==> config.mk <==
export PLATFORM = sky130hd
export DESIGN_NAME = inv_share_monitor
export DESIGN_NICKNAME = d
export VERILOG_FILES = /design/src/rtl/inv_share_monitor.sv
export SDC_FILE = /design/constraint.sdc
export NUM_CORES = 1
export LEC_CHECK = 0
export ABC_CLOCK_PERIOD_IN_PS = 16900
export CORE_MARGIN = 5
export CORE_UTILIZATION = 55
export DETAILED_ROUTE_END_ITERATION = 6
export PLACE_DENSITY_LB_ADDON = 0.2
export SYNTH_ARGS = -nofsm -noshare
export SYNTH_HDL_FRONTEND = slang
export SYNTH_SLANG_ARGS = --single-unit
==> constraint.sdc <==
create_clock -name CLK -period 16.9 [get_ports CLK]
set_input_delay 5.07 -clock CLK [delete_from_list [all_inputs] [get_ports CLK]]
set_output_delay 5.07 -clock CLK [all_outputs]
set_load 0.02 [all_outputs]
==> src/rtl/inv_share_monitor.sv <==
`default_nettype none
// ============================================================================
// Module   : inv_share_monitor
// Purpose  : Response checker for a masked GF(2^8) inversion core with two
//            input shares and four output shares. It recombines the input
//            shares, delays the unmasked value by the core latency, recombines
//            the output shares and compares them with an unmasked golden
//            inverse. It keeps run statistics over N_VECTORS checked vectors.
// Revision : 1.0 - initial release
// ----------------------------------------------------------------------------
// Ports
//   CLK          in   1   clock, rising edge
//   RST          in   1   asynchronous active-high reset
//   start        in   1   one-cycle pulse, starts a run from IDLE or DONE
//   in_valid     in   1   in0/in1 carry a new vector
//   in0, in1     in   8   input shares (as driven to the core)
//   out0..out3   in   8   output shares of the core
//   busy         out  1   run in progress
//   done         out  1   run complete, held until next start or reset
//   pass         out  1   done with zero mismatches
//   err_cnt      out  16  mismatch count, saturating
//   chk_cnt      out  17  vectors checked in the current run
//   first_err_x  out  8   unmasked input of the first mismatch
//   first_err_q  out  8   recombined output of the first mismatch
// ============================================================================
module inv_share_monitor #(
  parameter int LATENCY   = 2,
  parameter int N_VECTORS = 65536
) (
  input  logic        CLK,
  input  logic        RST,
  input  logic        start,
  input  logic        in_valid,
  input  logic [7:0]  in0,
  input  logic [7:0]  in1,
  input  logic [7:0]  out0,
  input  logic [7:0]  out1,
  input  logic [7:0]  out2,
  input  logic [7:0]  out3,
  output logic        busy,
  output logic        done,
  output logic        pass,
  output logic [15:0] err_cnt,
  output logic [16:0] chk_cnt,
  output logic [7:0]  first_err_x,
  output logic [7:0]  first_err_q
);

  localparam logic [16:0] C_N_VEC   = 17'(N_VECTORS);
  localparam logic [15:0] C_ERR_MAX = 16'hFFFF;

  typedef enum logic [1:0] {
    ST_IDLE = 2'd0,
    ST_RUN  = 2'd1,
    ST_DONE = 2'd2
  } state_t;

  // GF(2^8) multiply modulo x^8+x^4+x^3+x+1
  function automatic logic [7:0] gf_mul(input logic [7:0] a, input logic [7:0] b);
    logic [7:0] p;
    logic [7:0] aa;
    p  = 8'h00;
    aa = a;
    for (int i = 0; i < 8; i++) begin
      if (b[i]) p = p ^ aa;
      aa = {aa[6:0], 1'b0} ^ (aa[7] ? 8'h1B : 8'h00);
    end
    return p;
  endfunction

  // x^254 = x^2 * x^4 * ... * x^128; maps 0 to 0 naturally
  function automatic logic [7:0] gf_inv(input logic [7:0] x);
    logic [7:0] r;
    logic [7:0] s;
    r = 8'h01;
    s = x;
    for (int i = 1; i < 8; i++) begin
      s = gf_mul(s, s);
      r = gf_mul(r, s);
    end
    return r;
  endfunction

  state_t                    state_q, state_d;
  logic [LATENCY-1:0]        dv_q, dv_d;
  logic [LATENCY-1:0][7:0]   dx_q, dx_d;
  logic [15:0]               err_q, err_d;
  logic [16:0]               chk_q, chk_d;
  logic [7:0]                fex_q, fex_d;
  logic [7:0]                feq_q, feq_d;
  logic                      busy_q, done_q, pass_q;

  logic [7:0] w_x;
  logic [7:0] w_q;
  logic [7:0] w_gold;
  logic       w_check;
  logic       w_mismatch;
  logic       w_last;

  assign w_x        = in0 ^ in1;
  assign w_q        = out0 ^ out1 ^ out2 ^ out3;
  assign w_gold     = gf_inv(dx_q[LATENCY-1]);
  assign w_check    = dv_q[LATENCY-1] && (state_q == ST_RUN);
  assign w_mismatch = (w_gold != w_q);
  assign w_last     = ((chk_q + 17'd1) == C_N_VEC);

  always_comb begin
    state_d = state_q;
    err_d   = err_q;
    chk_d   = chk_q;
    fex_d   = fex_q;
    feq_d   = feq_q;

    // Delay line shifts every cycle; only vectors offered while running enter.
    dv_d    = dv_q;
    dx_d    = dx_q;
    dv_d[0] = in_valid && (state_q == ST_RUN);
    dx_d[0] = w_x;
    for (int i = 1; i < LATENCY; i++) begin
      dv_d[i] = dv_q[i-1];
      dx_d[i] = dx_q[i-1];
    end

    case (state_q)
      ST_IDLE, ST_DONE: begin
        if (start) begin
          state_d = ST_RUN;
          err_d   = 16'd0;
          chk_d   = 17'd0;
          fex_d   = 8'd0;
          feq_d   = 8'd0;
          // Results still in flight from before the run must not be checked.
          dv_d    = '0;
        end
      end
      ST_RUN: begin
        if (w_check) begin
          chk_d = chk_q + 17'd1;
          if (w_mismatch) begin
            if (err_q != C_ERR_MAX) err_d = err_q + 16'd1;
            if (err_q == 16'd0) begin
              fex_d = dx_q[LATENCY-1];
              feq_d = w_q;
            end
          end
          if (w_last) state_d = ST_DONE;
        end
      end
      default: state_d = ST_IDLE;
    endcase
  end

  always_ff @(posedge CLK or posedge RST) begin
    if (RST) begin
      state_q <= ST_IDLE;
      dv_q    <= '0;
      dx_q    <= '0;
      err_q   <= 16'd0;
      chk_q   <= 17'd0;
      fex_q   <= 8'd0;
      feq_q   <= 8'd0;
      busy_q  <= 1'b0;
      done_q  <= 1'b0;
      pass_q  <= 1'b0;
    end else begin
      state_q <= state_d;
      dv_q    <= dv_d;
      dx_q    <= dx_d;
      err_q   <= err_d;
      chk_q   <= chk_d;
      fex_q   <= fex_d;
      feq_q   <= feq_d;
      busy_q  <= (state_d == ST_RUN);
      done_q  <= (state_d == ST_DONE);
      pass_q  <= (state_d == ST_DONE) && (err_d == 16'd0);
    end
  end

  assign busy        = busy_q;
  assign done        = done_q;
  assign pass        = pass_q;
  assign err_cnt     = err_q;
  assign chk_cnt     = chk_q;
  assign first_err_x = fex_q;
  assign first_err_q = feq_q;

endmodule
`default_nettype wire
# Word-level counts from Yosys, hierarchy flattened
# Index checks and enable logic that the tools add are counted.
# Widths: inputs -> output; s select.
# classes
add_sub_neg,2
mul,0
n_div,0
magnitude_cmp,0
eq_ne,11
shift,0
muxes,226
bitwise_logic,193
n_reduce_logical,10
# ops
op,n
$mux 8,112
$xor 8x8->8,95
$xor 8x5->8,91
$mux 5,92
$mux 16,4
$mux 17,2
$pmux 17 s2,1
$logic_not 16->1,2
$pmux 16 s2,1
$pmux 8 s2,2
$add 17x1->17 const B,1
$eq 17x17->1 const B,1
$add 16x1->16 const B,1
$ne 16x16->1 const B,1
$mux 2,6
$ne 8x8->1,1
$mux 7,1
$not 1->1 const A,7
$mux 6,1
$ne 2x2->1 const B,3
$reduce_and 5->1,1
$eq 2x1->1 const B,2
$eq 2x2->1 const B,2
$mux 4,1
9 further kinds,11
# totals
reg_bits,72
latch_bits,0
mem_bits_rw,0
mem_bits_ro,0
inputBits,52
n_memories,0

# Longest topological paths before layout
# Gate-level depths: netlist (run 1).
# logic_depth
depth_word,133
mapped_depth,73
mapped_depth_nobuf,59

# Least setup slack after synthesis (run 1)
# No wires, ideal clock.
# synth_path
kind,reg-to-reg
start,register dx_q[15] in the netlist's numbering
end,register pass_q (netlist: pass)
setup_ns,0.096
arrival_ns,16.367
required_time_ns,16.804
setup_slack_ns,0.437
path_stages_with_launch,70
path_buffers,13
period_less_slack_ns,16.463
path_cell_list,dfrtp_1 -> ha_1 -> buf_4 -> nand2_1 -> xnor2_1 -> inv_1 -> clkbuf_1 -> clkbuf_1 -> clkbuf_1 -> ha_1 -> buf_1 -> or4_1 -> nand4b_1 -> o31ai_2 -> xnor3_1 -> xnor2_4 -> ha_1 -> nand2_1 -> (+34 left out) -> xnor3_2 -> xnor2_4 -> xnor3_2 -> xnor3_2 -> nor2b_1 -> xnor2_1 -> xnor2_1 -> xnor3_1 -> and2_1 -> nor4b_1 -> a22oi_1 -> nor3_2 -> buf_4 -> buf_6 -> nor4_1 -> a2111oi_2 -> o2111ai_1 -> nor4_2
# synth_via
elab_chain_len,130
word_cells_on_any_way,387
cone_classes,1 x eq/ne; 202 x mux; 182 x bitwise; 2 x reduce/logical
# synth_rtl
item,line,text
"start, declared",86,"logic [LATENCY-1:0][7:0] dx_q, dx_d;"
"start signal, assigned",157,dx_q <= '0;
"start signal, assigned",168,dx_q <= dx_d;
$mux 5 or $mux 8 (tied branches),"66, 65",
$xor 8x5->8 or $xor 8x8->8 (tied branches),"66, 65",
$xor 8x8->8 or $mux 8 (tied branches),65,if (b[i]) p = p ^ aa;
$mux 8 or $xor 8x8->8 (tied branches),65,
$xor 8x8->8 or $mux 8 (tied branches),65,
$mux 8 or $xor 8x8->8 (tied branches),65,
$xor 8x8->8 or $mux 8 (tied branches),65,
$mux 8 or $xor 8x8->8 (tied branches),65,
(+114 left out),n/a,
$xor 8x8->8,65,
$mux 8 *,65,
$ne 8x8->1 *,104,assign w_mismatch = (w_gold != w_q);
$mux 16 *,139,if (w_mismatch) begin
$mux 16 *,137,if (w_check) begin
$pmux 16 s2 *,124,case (state_q)
$logic_not 16->1 *,175,pass_q <= (state_d == ST_DONE) && (err_d == 16'd0);
$logic_and 1x1->1 *,175,
"end signal, assigned",175,
"end, declared",91,"logic busy_q, done_q, pass_q;"
# Every way passes the cells marked *; elsewhere a longest branch is shown, timed or not.
# A chain may end at the register's enable or synchronous reset.

# Final worst setup path (run 1)
# layout_path
start,register dx_q[8] in the netlist's numbering
end,register pass_q (netlist: pass)
# layout_via
elab_chain_len,130
word_cells_on_any_way,384
cone_classes,1 x eq/ne; 199 x mux; 182 x bitwise; 2 x reduce/logical
# layout_rtl
item,line
$mux 8,65
$xor 8x8->8,65
$mux 8,65
$xor 8x8->8,65
$mux 8,65
$xor 8x8->8,65
$mux 8,65
$xor 8x8->8,65
(+114 left out),n/a
$xor 8x8->8,65
$mux 8 *,65
$ne 8x8->1 *,104
$mux 16 *,139
$mux 16 *,137
$pmux 16 s2 *,124
$logic_not 16->1 *,175
$logic_and 1x1->1 *,175
# Marks and branches as above.

==> results of run 1 <==
## routing by layer
metal / up-vias / part of all wire, % / GRT usage (%)
met5: - / 0 / 0
met4: 0 / 3.3 / 9.29
met3: 146 / 7.6 / 2.62
met2: 986 / 47 / 49.5
met1: 9366 / 42 / 40.7
li1: 9310 / - / -
## area by class of cell
class                      count  area (um^2)
multi-input combinational   2295        17800
fill                        3155        12900
timing repair buffer         252         2150
sequential                    72         1800
tap                          461          577
clock buffer                  11          253
inverter                      37          139
clock inverter                 5         78.8
## what timing repair did
action                     in CTS  in global routing
gates resized for setup        10                 77
setup buffers                   1                 21
gates cloned                    0                  0
setup endpoints to repair      19                 33
pin swaps                       1                 13
## through the flow
step / utilization (%) / instances / hold slack [ns] / cell area, um^2 / setup TNS [ns]
final: 63.9 / 3133 / 0.346 / 22800 / 0
after global placement: 61.1 / 3095 / 0.333 / 21800 / 0
after floorplan: - / 2576 / 0.331 / 19900 / 0
after global routing: 63.9 / 3133 / 0.351 / 22800 / -0.0297
after detailed placement: 61.1 / 3095 / 0.335 / 21800 / -5.17
after CTS: 62.2 / 3112 / 0.347 / 22200 / 0
## synth_stat cells (32+ instances only)
cell type | count | area share (%)
xnor2_1 | 396 | 17
nor2_1 | 338 | 6.4
nand2_1 | 246 | 4.6
xor2_1 | 121 | 5.3
o21ai_0 | 118 | 3.0
a21oi_1 | 111 | 2.8
clkbuf_1 | 104 | 2.0
nand3_1 | 100 | 2.5
xnor3_1 | 89 | 10
nor3_1 | 77 | 1.9
dfrtp_1 | 72 | 9.1
mux2i_1 | 68 | 3.4
buf_2 | 43 | 1.1
inv_1 | 32 | 0.60
## worst max-delay path: cells and delay by family, from the launching register on
| kind | cells | cell delay (ns) |
|---|---|---|
| adders and majority gates | 2 | 0.69 |
| xor gates and xnor gates | 27 | 9.56 |
| buffers and inverters | 4 | 0.91 |
| DFF | 1 | 0.38 |
| and+or+nand+nor | 14 | 2.59 |
| AOI/OAI and AO/OA | 8 | 1.82 |
| muxes | 1 | 0.08 |
## path summary, 6_finish.rpt
check | startpoint | endpoint
hold reg to reg | dx_d[14] | dx_q[14]
max in group asynchronous | RST | busy
hold / removal | dx_d[14] | dx_q[14]
setup reg to reg | dx_q[8] | pass
min in group asynchronous | RST | chk_cnt[6]
setup / recovery | dx_q[8] | pass
## registers in the layout, summed over array words and instances, names as in the netlist
signal and cells:
err_cnt 16, busy 1, done 1, dv_q 2
pass 1, first_err_q 8, chk_cnt 17, dx_q 8
dx_d 8, first_err_x 8, state_q 2
## kinds of logic after synthesis
family / count (synthesis) / share of synthesized area, %
fa+ha+maj: 10 / 0.629
flops: 72 / 9.06
xor+xnor: 672 / 39.8
mux: 90 / 4.67
compound gates: 563 / 19.0
buf+inv: 209 / 4.50
simple gates: 960 / 22.3
==> reports/metrics.yaml, run 1 <==
outcome:
  status: "complete, no violations"
placement:
  portBuffers: 103
  place_ws_ns: -0.428
  dp_hpwl_um: 45800
  gp_congestion: 0.917
drt:
  drc: 0
  wire_per_inst_um: 19.9
  drt_iter0_drc: 1899
  vias: 19808
  wl_um: 62500
  dr.pass1.iters: 6
  ant_nets: 0
  viasPerCell: 6.32
sta:
  tightest_slew_ns: 1.16
  finalSetupViolations: 0
  fmax_mhz: 61.7
  setup_ws_ns: 0.692
  post-route-min-period_ns: 16.21
  finalHoldViolations: 0
  fin_crit_sh_pct: 95.9
  slew_headroom_pct: 22.1
  clock_skew_ns: 0.00599
  slew_viol_final: 0
setup_path:
  worst-setup-path-type: "reg2reg"
  arrival_ns: 16.44
  worst_setup_path_start_kind: "flip-flop"
  end_kind: "flip-flop"
  crit_path_frequent_cell: "xnor3_2"
  cp_max_fo: 23
  cpMaxStageDelayCell: "xnor3_4"
  cp.required_ns: 17.13
  r2r_cells: 56
  r2r_slack_ns: 0.69
  slowest_delay_ns: 0.60
worst_hold_path:
  hold_class: "reg2reg"
  whs_path_depth: 0
die:
  die_w_um: 200
  ios: 104
  core-area_mm2: 0.0357
  rows: 69
  dieArea_mm2: 0.0400
  fp.dieH_um: 200
  floorplan.initialDensity_pct: 55.8
logic_synthesis:
  synthFlopType: "dfrtp_1"
  synth_seq_area_share_pct: 9.06
  synthArstFlopShare_pct: 100
  yosysUniqueCellTypes: 106
  syn_area_per_cell_um2: 7.72
  synth_nets: 2638
  synth-edff-count: 0
  yosys_warnings: 0
  ys_ff_latch: 72
  synth_cells: 2576
  synth_area_mm2: 0.0199
global_route:
  track_usage_pct: 29.5
  grt_max_degree: 73
  grt_antenna_before_repair: 0
  grt_overflow: 0
  grt_pass1_wl_um: 101000
  grt_pass1_vias: 18896
run:
  maxCapViolations: 0
clock_network:
  clock_latency_ns: 0.33
  ctsHoldBuffers: 0
  numCtsBuffers: 9
  cts_root_buf: "clkbuf_16"
  h-tree-depth: 3
  cts_tree: "built"
  cts_sinks: 72
  clockBufferDepth: 2
  clk_pin_slew_ns: 0.06
layout:
  fin_nets: 2729
  layout_common_cells: "364 x xnor2_1, 334 x nor2_1, 245 x nand2_1"
  drive_above_1_share_pct: 13.5
  syn2layout_area_growth_pct: 14.6
  layout_commonest_cell: "xnor2_1"
  insertedDiodeCount: 0
Power of run 1 is not shown: default switching activity piles up to over one toggle a cycle in this logic, so the estimate is an artifact.
==> run 2, diff against run 1 <==
--- a/config.mk
+++ b/config.mk
@@ -6,7 +6,7 @@
 export NUM_CORES = 1
 export LEC_CHECK = 0
 export ABC_CLOCK_PERIOD_IN_PS = 16900
-export CORE_MARGIN = 5
+export CORE_MARGIN = 1
 export CORE_UTILIZATION = 55
 export DETAILED_ROUTE_END_ITERATION = 6
 export PLACE_DENSITY_LB_ADDON = 0.2
==> reports/metrics.yaml, run 2 (same netlist as run 1, synthesis figures left out) <==
setup_path:
  slowest_delay_ns: 0.55  # -0.05 ns
  worst-setup-path-type: "reg2reg"
  worst_setup_path_start_kind: "flip-flop"
  arrival_ns: 16.51  # +0.07 ns
  end_kind: "flip-flop"
  cpMaxStageDelayCell: "xnor3_1"
  cp_max_fo: 16  # -30%
  crit_path_frequent_cell: "xnor3_1"
  cp.required_ns: 17.13  # about the same
clock_network:
  cts_sinks: 72  # unchanged
  cts_root_buf: "clkbuf_16"
  clockBufferDepth: 2  # unchanged
  ctsHoldBuffers: 0  # unchanged
  numCtsBuffers: 9  # unchanged
  h-tree-depth: 3  # unchanged
  clock_latency_ns: 0.33  # about the same
  clk_pin_slew_ns: 0.06  # about the same
  cts_tree: "built"
placement:
  dp_hpwl_um: 45600  # -0.34%
  portBuffers: 103  # unchanged
  gp_congestion: 0.951  # +3.7%
  dp_cells: 3105  # +0.32%
layout:
  syn2layout_area_growth_pct: 14.4
  seqCellArea_mm2: 0.00180  # unchanged
  fin_nets: 2735  # +0.22%
  multi_input_comb_area_mm2: 0.0177  # -0.32%
  layout_common_cells: "373 x xnor2_1, 335 x nor2_1, 245 x nand2_1"
  drive_above_1_share_pct: 13.3  # -0.14 points
  insertedDiodeCount: 0  # unchanged
  fillers: 3062  # -2.9%
  largest_register_ffs: 17  # unchanged
  instances_no_fill: 3139  # +0.19%
  layout_commonest_cell: "xnor2_1"
global_route:
  use_met3_pct: 4.28  # +1.7 points
  grt_pass1_wl_um: 99300  # -1.8%
  use_met2_pct: 54.4  # +4.8 points
  grt_max_degree: 73  # unchanged
  grt_antenna_before_repair: 0  # unchanged
  grt_pass1_vias: 18595  # -1.6%
  track_usage_pct: 33.3  # +3.7 points
  use_met1_pct: 45.6  # +4.9 points
  grt_overflow: 0  # unchanged
  grt_busiest_layer: "met2"
drt:
  wl_um: 62400  # -0.10%
  wire_per_inst_um: 19.9  # -0.30%
  vias: 19938  # +0.66%
  drt_iter0_drc: 2149  # +13%
  dr.pass1.iters: 6  # unchanged
  ant_nets: 0  # unchanged
  drc: 0  # unchanged
  viasPerCell: 6.35  # +0.46%
die:
  fp.dieH_um: 192  # -4.0%
  floorplan.initialDensity_pct: 55.9  # +0.14 points
  ios: 104  # unchanged
  dieArea_mm2: 0.0369  # -7.8%
  die_w_um: 192  # -4.0%
  rows: 69  # unchanged
  core-area_mm2: 0.0356  # -0.24%
sta:
  fin_crit_sh_pct: 96.3  # +0.39 points
  tightest_slew_ns: 1.13  # -0.0328 ns
  finalHoldViolations: 0  # unchanged
  fmax_mhz: 61.4  # -0.40%
  finalSetupViolations: 0  # unchanged
  slew_viol_final: 0  # unchanged
  post-route-min-period_ns: 16.27  # +0.0659 ns
  clock_skew_ns: 0.00613  # +0.000140 ns
  slew_headroom_pct: 24.5  # +2.5 points
run:
  maxCapViolations: 0  # unchanged
outcome:
  status: "complete, no violations"
worst_hold_path:
  hold_class: "reg2reg"
==> run 2: cell count changes in the layout (fill, tap and decap cells not counted), sizes merged <==
cell / delta
clkbuf: +2
bufinv: -1
buf: +6
clkinv: -1
==> run 2: worst max-delay path, delay by kind of cell, from the launching register on <==
kind,cells,cell delay (ns)
xor+xnor,26,10.00
flops,1,0.48
buf+inv,2,0.39
fa+ha+maj,2,0.76
simple gates,12,2.45
mux,2,0.25
compound gates,8,1.82
==> run 2: metal layers <==
layer	vias up	part of all wire [%]	wire length [um]
met4	0	2.8	1750
met5	-	0	0
met3	168	8.5	5310
met1	9425	42	26300
li1	9299	-	-
met2	1046	47	29000
==> run 2: per-stage QoR <==
| stage | area, um^2 | setup TNS, ns | worst slack (ns) | utilization (%) | hold WS [ns] |
|---|---|---|---|---|---|
| global placement | 21900 | 0 | 0.367 | 61.4 | 0.333 |
| finish | 22700 | 0 | 0.627 | 63.9 | 0.347 |
| global route | 22700 | -0.0560 | -0.0560 | 63.9 | 0.354 |
| detailed placement | 21900 | -0.941 | -0.222 | 61.4 | 0.336 |
| floorplan | 19900 | 0 | 0.437 | - | 0.331 |
| CTS | 22200 | 0 | 0.0173 | 62.5 | 0.349 |
==> run 2: final timing paths <==
path / slack [ns] / end / depth (start not counted) / startpoint
max: 0.63 / pass / 52 / dx_q[8]
min: 0.35 / dx_q[9] / 0 / dx_d[9]
max reg2reg: 0.63 / pass / 52 / dx_q[8]
min reg2reg: 0.35 / dx_q[9] / 0 / dx_d[9]
max in group asynchronous: 10.97 / state_q[0] / 3 / RST
min in group asynchronous: 5.32 / first_err_q[7] / 3 / RST
==> run 2: layout make-up <==
cell class,instances,share of cell area (%)
clock inverters,3,0.176
repair buffers,258,9.68
inverters,37,0.611
multi-input cells,2295,77.9
clock buffers,13,1.14
well taps,461,2.54
flip-flops and latches,72,7.92
==> run 2: repair_timing <==
action / in CTS / in global routing
gates cloned: 0 / 0
pin swaps: 0 / 17
setup endpoints to repair: 15 / 33
setup buffers: 0 / 18
resized for setup: 10 / 69
Power of run 2 is left out for the same reason.
